**src/rtl/mem_port_arbiter_if.sv**
```systemverilog
// Bundle of the fetch, data and memory-side signals around mem_port_arbiter.
// The arbiter uses the slave modport; pipeline/memory models use master.
interface mem_port_arbiter_if #(
    parameter int AW = 12,
    parameter int DW = 32
);
    logic          if_req;
    logic [AW-1:0] if_addr;
    logic          if_gnt;
    logic          if_rvalid;
    logic [DW-1:0] if_rdata;

    logic          d_req;
    logic          d_we;
    logic [AW-1:0] d_addr;
    logic [DW-1:0] d_wdata;
    logic          d_gnt;
    logic          d_rvalid;
    logic [DW-1:0] d_rdata;

    logic          m_csn;
    logic          m_wen;
    logic [AW-1:0] m_addr;
    logic [DW-1:0] m_wdata;
    logic [DW-1:0] m_rdata;

    logic          pipe_enable;

    modport slave (
        input  if_req, if_addr, d_req, d_we, d_addr, d_wdata, m_rdata,
        output if_gnt, if_rvalid, if_rdata, d_gnt, d_rvalid, d_rdata,
               m_csn, m_wen, m_addr, m_wdata, pipe_enable
    );

    modport master (
        output if_req, if_addr, d_req, d_we, d_addr, d_wdata, m_rdata,
        input  if_gnt, if_rvalid, if_rdata, d_gnt, d_rvalid, d_rdata,
               m_csn, m_wen, m_addr, m_wdata, pipe_enable
    );
endinterface

```
**src/rtl/mem_port_arbiter.sv**
```systemverilog
// Single-port memory arbiter between instruction fetch (IF) and data stage (D).
// Optional macro MEM_ARB_STARVE_GUARD_EN adds a fetch starvation guard.
module mem_port_arbiter #(
    parameter int AW           = 12,
    parameter int DW           = 32,
    parameter int LATENCY      = 1,   // 1..15
    parameter int STARVE_LIMIT = 4
) (
    input  logic                  clk_i,
    input  logic                  rst_i,
    mem_port_arbiter_if.slave     bus
);
    localparam logic [1:0] ST_IDLE   = 2'd0;
    localparam logic [1:0] ST_ACCESS = 2'd1;
    localparam logic [1:0] ST_DONE   = 2'd2;
    localparam logic [3:0] CNT_LOAD  = 4'(LATENCY - 1);

    logic [1:0]    state_q,     state_d;
    logic [3:0]    cnt_q,       cnt_d;
    logic          own_data_q,  own_data_d;
    logic          we_q,        we_d;
    logic [AW-1:0] m_addr_q,    m_addr_d;
    logic [DW-1:0] m_wdata_q,   m_wdata_d;
    logic          m_csn_q,     m_csn_d;
    logic          m_wen_q,     m_wen_d;
    logic          if_rvalid_q, if_rvalid_d;
    logic          d_rvalid_q,  d_rvalid_d;
    logic [DW-1:0] if_rdata_q,  if_rdata_d;
    logic [DW-1:0] d_rdata_q,   d_rdata_d;

    logic grant_if_s;
    logic grant_d_s;
    logic force_if_s;

`ifdef MEM_ARB_STARVE_GUARD_EN
    localparam int SW = $clog2(STARVE_LIMIT + 1);
    localparam logic [SW-1:0] STARVE_MAX = SW'(STARVE_LIMIT);

    logic [SW-1:0] starve_q, starve_d;

    assign force_if_s = (starve_q == STARVE_MAX);

    // Starvation counter: counts D wins over a waiting fetch, cleared by an IF grant
    always_comb begin
        starve_d = starve_q;
        if (grant_if_s) begin
            starve_d = '0;
        end else if (grant_d_s && bus.if_req && (starve_q != STARVE_MAX)) begin
            starve_d = starve_q + SW'(1);
        end else begin
            starve_d = starve_q;
        end
    end

    // Starvation counter register
    always_ff @(posedge clk_i or posedge rst_i) begin
        if (rst_i) begin
            starve_q <= '0;
        end else begin
            starve_q <= starve_d;
        end
    end
`else
    assign force_if_s = 1'b0;
`endif

    // Arbitration: D (older instruction) wins unless the starvation guard forces IF
    always_comb begin
        grant_if_s = 1'b0;
        grant_d_s  = 1'b0;
        if (state_q == ST_IDLE) begin
            if (bus.d_req && !(force_if_s && bus.if_req)) begin
                grant_d_s = 1'b1;
            end else if (bus.if_req) begin
                grant_if_s = 1'b1;
            end else begin
                grant_d_s = 1'b0;
            end
        end else begin
            grant_if_s = 1'b0;
        end
    end

    // Next-state and registered-output logic of the access sequencer
    always_comb begin
        state_d     = state_q;
        cnt_d       = cnt_q;
        own_data_d  = own_data_q;
        we_d        = we_q;
        m_addr_d    = m_addr_q;
        m_wdata_d   = m_wdata_q;
        m_csn_d     = m_csn_q;
        m_wen_d     = m_wen_q;
        if_rvalid_d = 1'b0;
        d_rvalid_d  = 1'b0;
        if_rdata_d  = if_rdata_q;
        d_rdata_d   = d_rdata_q;
        case (state_q)
            ST_IDLE: begin
                if (grant_d_s) begin
                    state_d    = ST_ACCESS;
                    cnt_d      = CNT_LOAD;
                    own_data_d = 1'b1;
                    we_d       = bus.d_we;
                    m_addr_d   = bus.d_addr;
                    m_wdata_d  = bus.d_wdata;
                    m_csn_d    = 1'b0;
                    m_wen_d    = ~bus.d_we;
                end else if (grant_if_s) begin
                    state_d    = ST_ACCESS;
                    cnt_d      = CNT_LOAD;
                    own_data_d = 1'b0;
                    we_d       = 1'b0;
                    m_addr_d   = bus.if_addr;
                    m_wdata_d  = '0;
                    m_csn_d    = 1'b0;
                    m_wen_d    = 1'b1;
                end else begin
                    state_d = ST_IDLE;
                end
            end
            ST_ACCESS: begin
                if (cnt_q == 4'd0) begin
                    state_d = ST_DONE;
                    m_csn_d = 1'b1;
                    m_wen_d = 1'b1;
                    if (own_data_q) begin
                        d_rvalid_d = 1'b1;
                        d_rdata_d  = we_q ? '0 : bus.m_rdata;
                    end else begin
                        if_rvalid_d = 1'b1;
                        if_rdata_d  = bus.m_rdata;
                    end
                end else begin
                    cnt_d = cnt_q - 4'd1;
                end
            end
            ST_DONE: begin
                state_d = ST_IDLE;
            end
            default: begin
                state_d = ST_IDLE;
                m_csn_d = 1'b1;
                m_wen_d = 1'b1;
            end
        endcase
    end

    // State and output registers; reset abandons any access in flight
    always_ff @(posedge clk_i or posedge rst_i) begin
        if (rst_i) begin
            state_q     <= ST_IDLE;
            cnt_q       <= 4'd0;
            own_data_q  <= 1'b0;
            we_q        <= 1'b0;
            m_addr_q    <= '0;
            m_wdata_q   <= '0;
            m_csn_q     <= 1'b1;
            m_wen_q     <= 1'b1;
            if_rvalid_q <= 1'b0;
            d_rvalid_q  <= 1'b0;
            if_rdata_q  <= '0;
            d_rdata_q   <= '0;
        end else begin
            state_q     <= state_d;
            cnt_q       <= cnt_d;
            own_data_q  <= own_data_d;
            we_q        <= we_d;
            m_addr_q    <= m_addr_d;
            m_wdata_q   <= m_wdata_d;
            m_csn_q     <= m_csn_d;
            m_wen_q     <= m_wen_d;
            if_rvalid_q <= if_rvalid_d;
            d_rvalid_q  <= d_rvalid_d;
            if_rdata_q  <= if_rdata_d;
            d_rdata_q   <= d_rdata_d;
        end
    end

    assign bus.if_gnt    = grant_if_s;
    assign bus.d_gnt     = grant_d_s;
    assign bus.if_rvalid = if_rvalid_q;
    assign bus.d_rvalid  = d_rvalid_q;
    assign bus.if_rdata  = if_rdata_q;
    assign bus.d_rdata   = d_rdata_q;
    assign bus.m_csn     = m_csn_q;
    assign bus.m_wen     = m_wen_q;
    assign bus.m_addr    = m_addr_q;
    assign bus.m_wdata   = m_wdata_q;

    // Pipeline may advance when nothing is pending or the pending access completes now
    assign bus.pipe_enable = ~((bus.if_req & ~if_rvalid_q) | (bus.d_req & ~d_rvalid_q));
endmodule

```
**src/flat_wrapper.sv**
```systemverilog
// flat-port wrapper written by rule: the top's interface ports become plain ports
module mem_port_arbiter_flat 
#(
    parameter int AW           = 12,
    parameter int DW           = 32,
    parameter int LATENCY      = 1,           
    parameter int STARVE_LIMIT = 4
)
  (clk_i, rst_i, bus_if_req, bus_if_addr, bus_d_req, bus_d_we, bus_d_addr, bus_d_wdata, bus_m_rdata, bus_if_gnt, bus_if_rvalid, bus_if_rdata, bus_d_gnt, bus_d_rvalid, bus_d_rdata, bus_m_csn, bus_m_wen, bus_m_addr, bus_m_wdata, bus_pipe_enable);
  mem_port_arbiter_if #(.AW(AW), .DW(DW)) bus_i ();
  input  logic clk_i;
  input  logic rst_i;
  input wire logic [$bits(bus_i.if_req)-1:0] bus_if_req;
  input wire logic [$bits(bus_i.if_addr)-1:0] bus_if_addr;
  input wire logic [$bits(bus_i.d_req)-1:0] bus_d_req;
  input wire logic [$bits(bus_i.d_we)-1:0] bus_d_we;
  input wire logic [$bits(bus_i.d_addr)-1:0] bus_d_addr;
  input wire logic [$bits(bus_i.d_wdata)-1:0] bus_d_wdata;
  input wire logic [$bits(bus_i.m_rdata)-1:0] bus_m_rdata;
  output wire logic [$bits(bus_i.if_gnt)-1:0] bus_if_gnt;
  output wire logic [$bits(bus_i.if_rvalid)-1:0] bus_if_rvalid;
  output wire logic [$bits(bus_i.if_rdata)-1:0] bus_if_rdata;
  output wire logic [$bits(bus_i.d_gnt)-1:0] bus_d_gnt;
  output wire logic [$bits(bus_i.d_rvalid)-1:0] bus_d_rvalid;
  output wire logic [$bits(bus_i.d_rdata)-1:0] bus_d_rdata;
  output wire logic [$bits(bus_i.m_csn)-1:0] bus_m_csn;
  output wire logic [$bits(bus_i.m_wen)-1:0] bus_m_wen;
  output wire logic [$bits(bus_i.m_addr)-1:0] bus_m_addr;
  output wire logic [$bits(bus_i.m_wdata)-1:0] bus_m_wdata;
  output wire logic [$bits(bus_i.pipe_enable)-1:0] bus_pipe_enable;
  assign bus_i.if_req = bus_if_req;
  assign bus_i.if_addr = bus_if_addr;
  assign bus_i.d_req = bus_d_req;
  assign bus_i.d_we = bus_d_we;
  assign bus_i.d_addr = bus_d_addr;
  assign bus_i.d_wdata = bus_d_wdata;
  assign bus_i.m_rdata = bus_m_rdata;
  assign bus_if_gnt = bus_i.if_gnt;
  assign bus_if_rvalid = bus_i.if_rvalid;
  assign bus_if_rdata = bus_i.if_rdata;
  assign bus_d_gnt = bus_i.d_gnt;
  assign bus_d_rvalid = bus_i.d_rvalid;
  assign bus_d_rdata = bus_i.d_rdata;
  assign bus_m_csn = bus_i.m_csn;
  assign bus_m_wen = bus_i.m_wen;
  assign bus_m_addr = bus_i.m_addr;
  assign bus_m_wdata = bus_i.m_wdata;
  assign bus_pipe_enable = bus_i.pipe_enable;
  mem_port_arbiter #(.AW(AW), .DW(DW), .LATENCY(LATENCY), .STARVE_LIMIT(STARVE_LIMIT)) u_core (.clk_i(clk_i), .rst_i(rst_i), .bus(bus_i));
endmodule
```
**config.mk**
```make
export PLATFORM = sky130hd
export DESIGN_NAME = mem_port_arbiter_flat
export DESIGN_NICKNAME = d
export VERILOG_FILES = /design/src/rtl/mem_port_arbiter_if.sv /design/src/rtl/mem_port_arbiter.sv /design/src/flat_wrapper.sv
export SDC_FILE = /design/constraint.sdc
export NUM_CORES = 1
export LEC_CHECK = 0
export ABC_AREA = 1
export BUFFER_PORTS_ARGS = -buffer_cell sky130_fd_sc_hd__clkbuf_2
export CORE_UTILIZATION = 35
export CTS_CLUSTER_DIAMETER = 60
export CTS_CLUSTER_SIZE = 24
export DETAILED_ROUTE_END_ITERATION = 16
export GPL_ROUTABILITY_DRIVEN = 0
export PLACE_DENSITY = 0.74
export SETUP_SLACK_MARGIN = 0.1
export SLEW_MARGIN = 20
export SYNTH_ARGS = -nofsm -noshare
export SYNTH_HDL_FRONTEND = slang
export SYNTH_SLANG_ARGS = --single-unit
export TNS_END_PERCENT = 50
```
**constraint.sdc**
```tcl
create_clock -name clk_i -period 4.48 [get_ports clk_i]
set_input_delay 1.344 -clock clk_i [delete_from_list [all_inputs] [get_ports clk_i]]
set_output_delay 1.344 -clock clk_i [all_outputs]
set_load 0.005 [all_outputs]
```
==> flow_summary.toml <==
[run_status]
outcome = "finished clean"

[routing]
via_per_inst = 4.63
drtIter0Drc = 257
first_pass_iters = 4
num_vias = 4007
wirelength_mm = 11.9
post_drt_wl_per_cell_um = 13.8
antenna_left = 0
drc = 0

[setup_path]
crit_path_max_fanout = 14
crit_arrival_ns = 2.05
rrSetupSlack_ns = 2.15
startpoint_type = "input port"
worst_setup_path_end_kind = "output port"
worstSetupPathType = "input port to output port"
crit_required_ns = 3.14

[place]
placed_area_um2 = 5850
hpwl_mm = 7.98
io_buffers = 207

[pwr]
power_frac_clock_pct = 27.9
sw_frac_of_total_pct = 34.9
p_seq_share_pct = 38.3
ir_drop_uv = 255
power_w = 0.00477
internal_power_w = 0.00311
p_leak_nw = 3.52
p_switching_w = 0.00167
combPwrFrac_pct = 33.7
power_density_nw_per_um2 = 741

[clock_network]
clock-sinks = 120
cts_buffers = 17
holdBufCountCts = 0
clk_pin_slew_ns = 0.05
worstSkewPairLatency_ns = 0.41
cts-root-buf = "clkbuf_16"
cts_setup_buffers = 0
cts_tree = "built"
cts_buffer_depth = 2
cts_resized = 0
htree_levels = 4

[grt]
grt_pass1_vias = 3768
grt_max_degree = 121
grt_overflow = 0
antenna_found_initial = 0
grt_pass1_wl_mm = 19.2
grtUsageTotal_pct = 17.9

[logic_synthesis]
synth_top_area_share_pct = 62.9
synth-edff-count = 0
synth_seq_area_share_pct = 64.1
yosysUniqueCellTypes = 23
yosysWarnings = 0
ys_ff_latch = 120
synth_area_um2 = 4690
async_flop_share_pct = 100
yosys-top-cells-area = "dfrtp_1, nand2_1, a22o_1, o21ai_1, a21oi_1"
syn_area_per_cell_um2 = 9.84
synthCells = 477
synth_top_cell_by_area = "dfrtp_1"
synth_fp_nets = 572
yosys_most_used_dff = "dfrtp_1"

[hold_path]
min_path_type = "flop to flop"

[cells_and_area]
layout_commonest_cell = "clkbuf_2"
fin_nets = 775
area_growth_syn_to_layout_pct = 37.3
final_area_um2 = 6440
final_cell_mix = "clkbuf_2, nand2_1, dfrtp_1"
drive_gt1_share_pct = 36.9
antenna_cells = 0

[floorplanning]
num_io_pins = 208
die_area_um2 = 13900
die_x_um = 118
fp.dieH_um = 118
start_util_pct = 36.6
design.core.area_um2 = 12800
num_rows = 41

[sta]
setup_tns_ns = 0
slew_viol_final = 0
fmaxAchievable_ghz = 0.295
fin_crit_sh_pct = 75.7
finalHoldViolCount = 0
holdWs_ns = 0.473
setup_violations = 0
slew_headroom_pct = 51.2
tightest_slew_ns = 0.730
timing.final.crit_period_ns = 3.39
final.setup_skew_ns = 0.00785
rsz0062_at_grt = "no"

[flow_run]
maxCapViolCount = 0
[synthesized netlist by cell type, types with 4 or more instances]
cell / instances
inv_2: 4
inv_1: 13
buf_2: 12
o21ai_0: 7
a22o_1: 32
buf_4: 4
clkbuf_1: 8
nand2_1: 185
nor2_1: 19
a21oi_1: 24
dfrtp_1: 118
o21ai_1: 33
[kinds of logic (layout without fill, tap and decap cells)]
group	Yosys count	in the layout	share of synthesized area [%]
AND/OR/NAND/NOR	212	212	17.5
buffers and inverters	44	260	4.64
flip-flops	120	120	64.1
XOR/XNOR	1	1	0.187
adder cells (fa/ha/maj)	2	2	0.533
AO/OA/AOI/OAI	98	98	13.1
[worst max-delay path, cell delays in order]
cell      delay (ns)
clkbuf_2        0.15
nand2_1         0.30
inv_2           0.13
clkbuf_2        0.12
[area by class of cell]
cell class              instances  area [um^2]
clock buffers                  18          439
clock inverters                14          151
fillers                      1223         6380
inverters                      17         67.6
multi-input cells             313         1480
flip-flops and latches        120         3010
well taps                     172          215
repair buffers                211         1080
[per-layer routing]
metal	track usage, %	up-vias	part of all wire [%]
li1	-	1968	-
met1	22.5	1880	45
met2	28.2	135	48
met3	4.36	24	4.6
met4	9.86	0	2.8
met5	0	-	0
[power by group through the flow]
stage               clock network [W]  registers [W]  logic [W]
detailed placement                  0        0.00183    0.00164
global placement                    0        0.00183    0.00161
CTS                           0.00136        0.00183    0.00165
global route                  0.00142        0.00188    0.00182
finish                        0.00133        0.00183    0.00161
floorplan                           0        0.00186   0.000902
[state kept, by name, summed over array words and instances, names as in the netlist, 2 cells and up]
signal               flops
u_core.state_q           2
u_core.bus.d_rdata      32
u_core.bus.m_wdata      32
u_core.bus.m_addr       12
u_core.cnt_q             4
u_core.bus.if_rdata     32
[worst paths after layout]
| kind | depth (start not counted) | startpoint | to |
|---|---|---|---|
| max in group asynchronous | 3 | rst_i | u_core.bus.if_rdata[4]$_DFFE_PP0P_ |
| min in group asynchronous | 3 | rst_i | u_core.bus.m_wdata[21]$_DFFE_PP0P_ |
| hold reg to reg | 2 | u_core.bus.m_wen$_DFFE_PP1P_ | u_core.bus.m_wen$_DFFE_PP1P_ |
| setup / recovery | 4 | bus_d_req | bus_d_gnt |
| hold / removal | 2 | u_core.bus.m_wen$_DFFE_PP1P_ | u_core.bus.m_wen$_DFFE_PP1P_ |
| setup reg to reg | 8 | u_core.cnt_q[0]$_DFFE_PP0P_ | u_core.bus.if_rdata[7]$_DFFE_PP0P_ |
[metrics by stage]
step / setup slack, ns / utilization [%] / std cells
2_1_floorplan: 1.38 / - / 477
3_3_place_gp: 1.11 / 45.6 / 833
3_5_place_dp: 1.09 / 45.6 / 833
4_1_cts: 1.09 / 50.2 / 865
5_1_grt: 1.03 / 50.2 / 865
6_report: 1.09 / 50.2 / 865
Note: power is estimated with default switching activity, not from simulation.
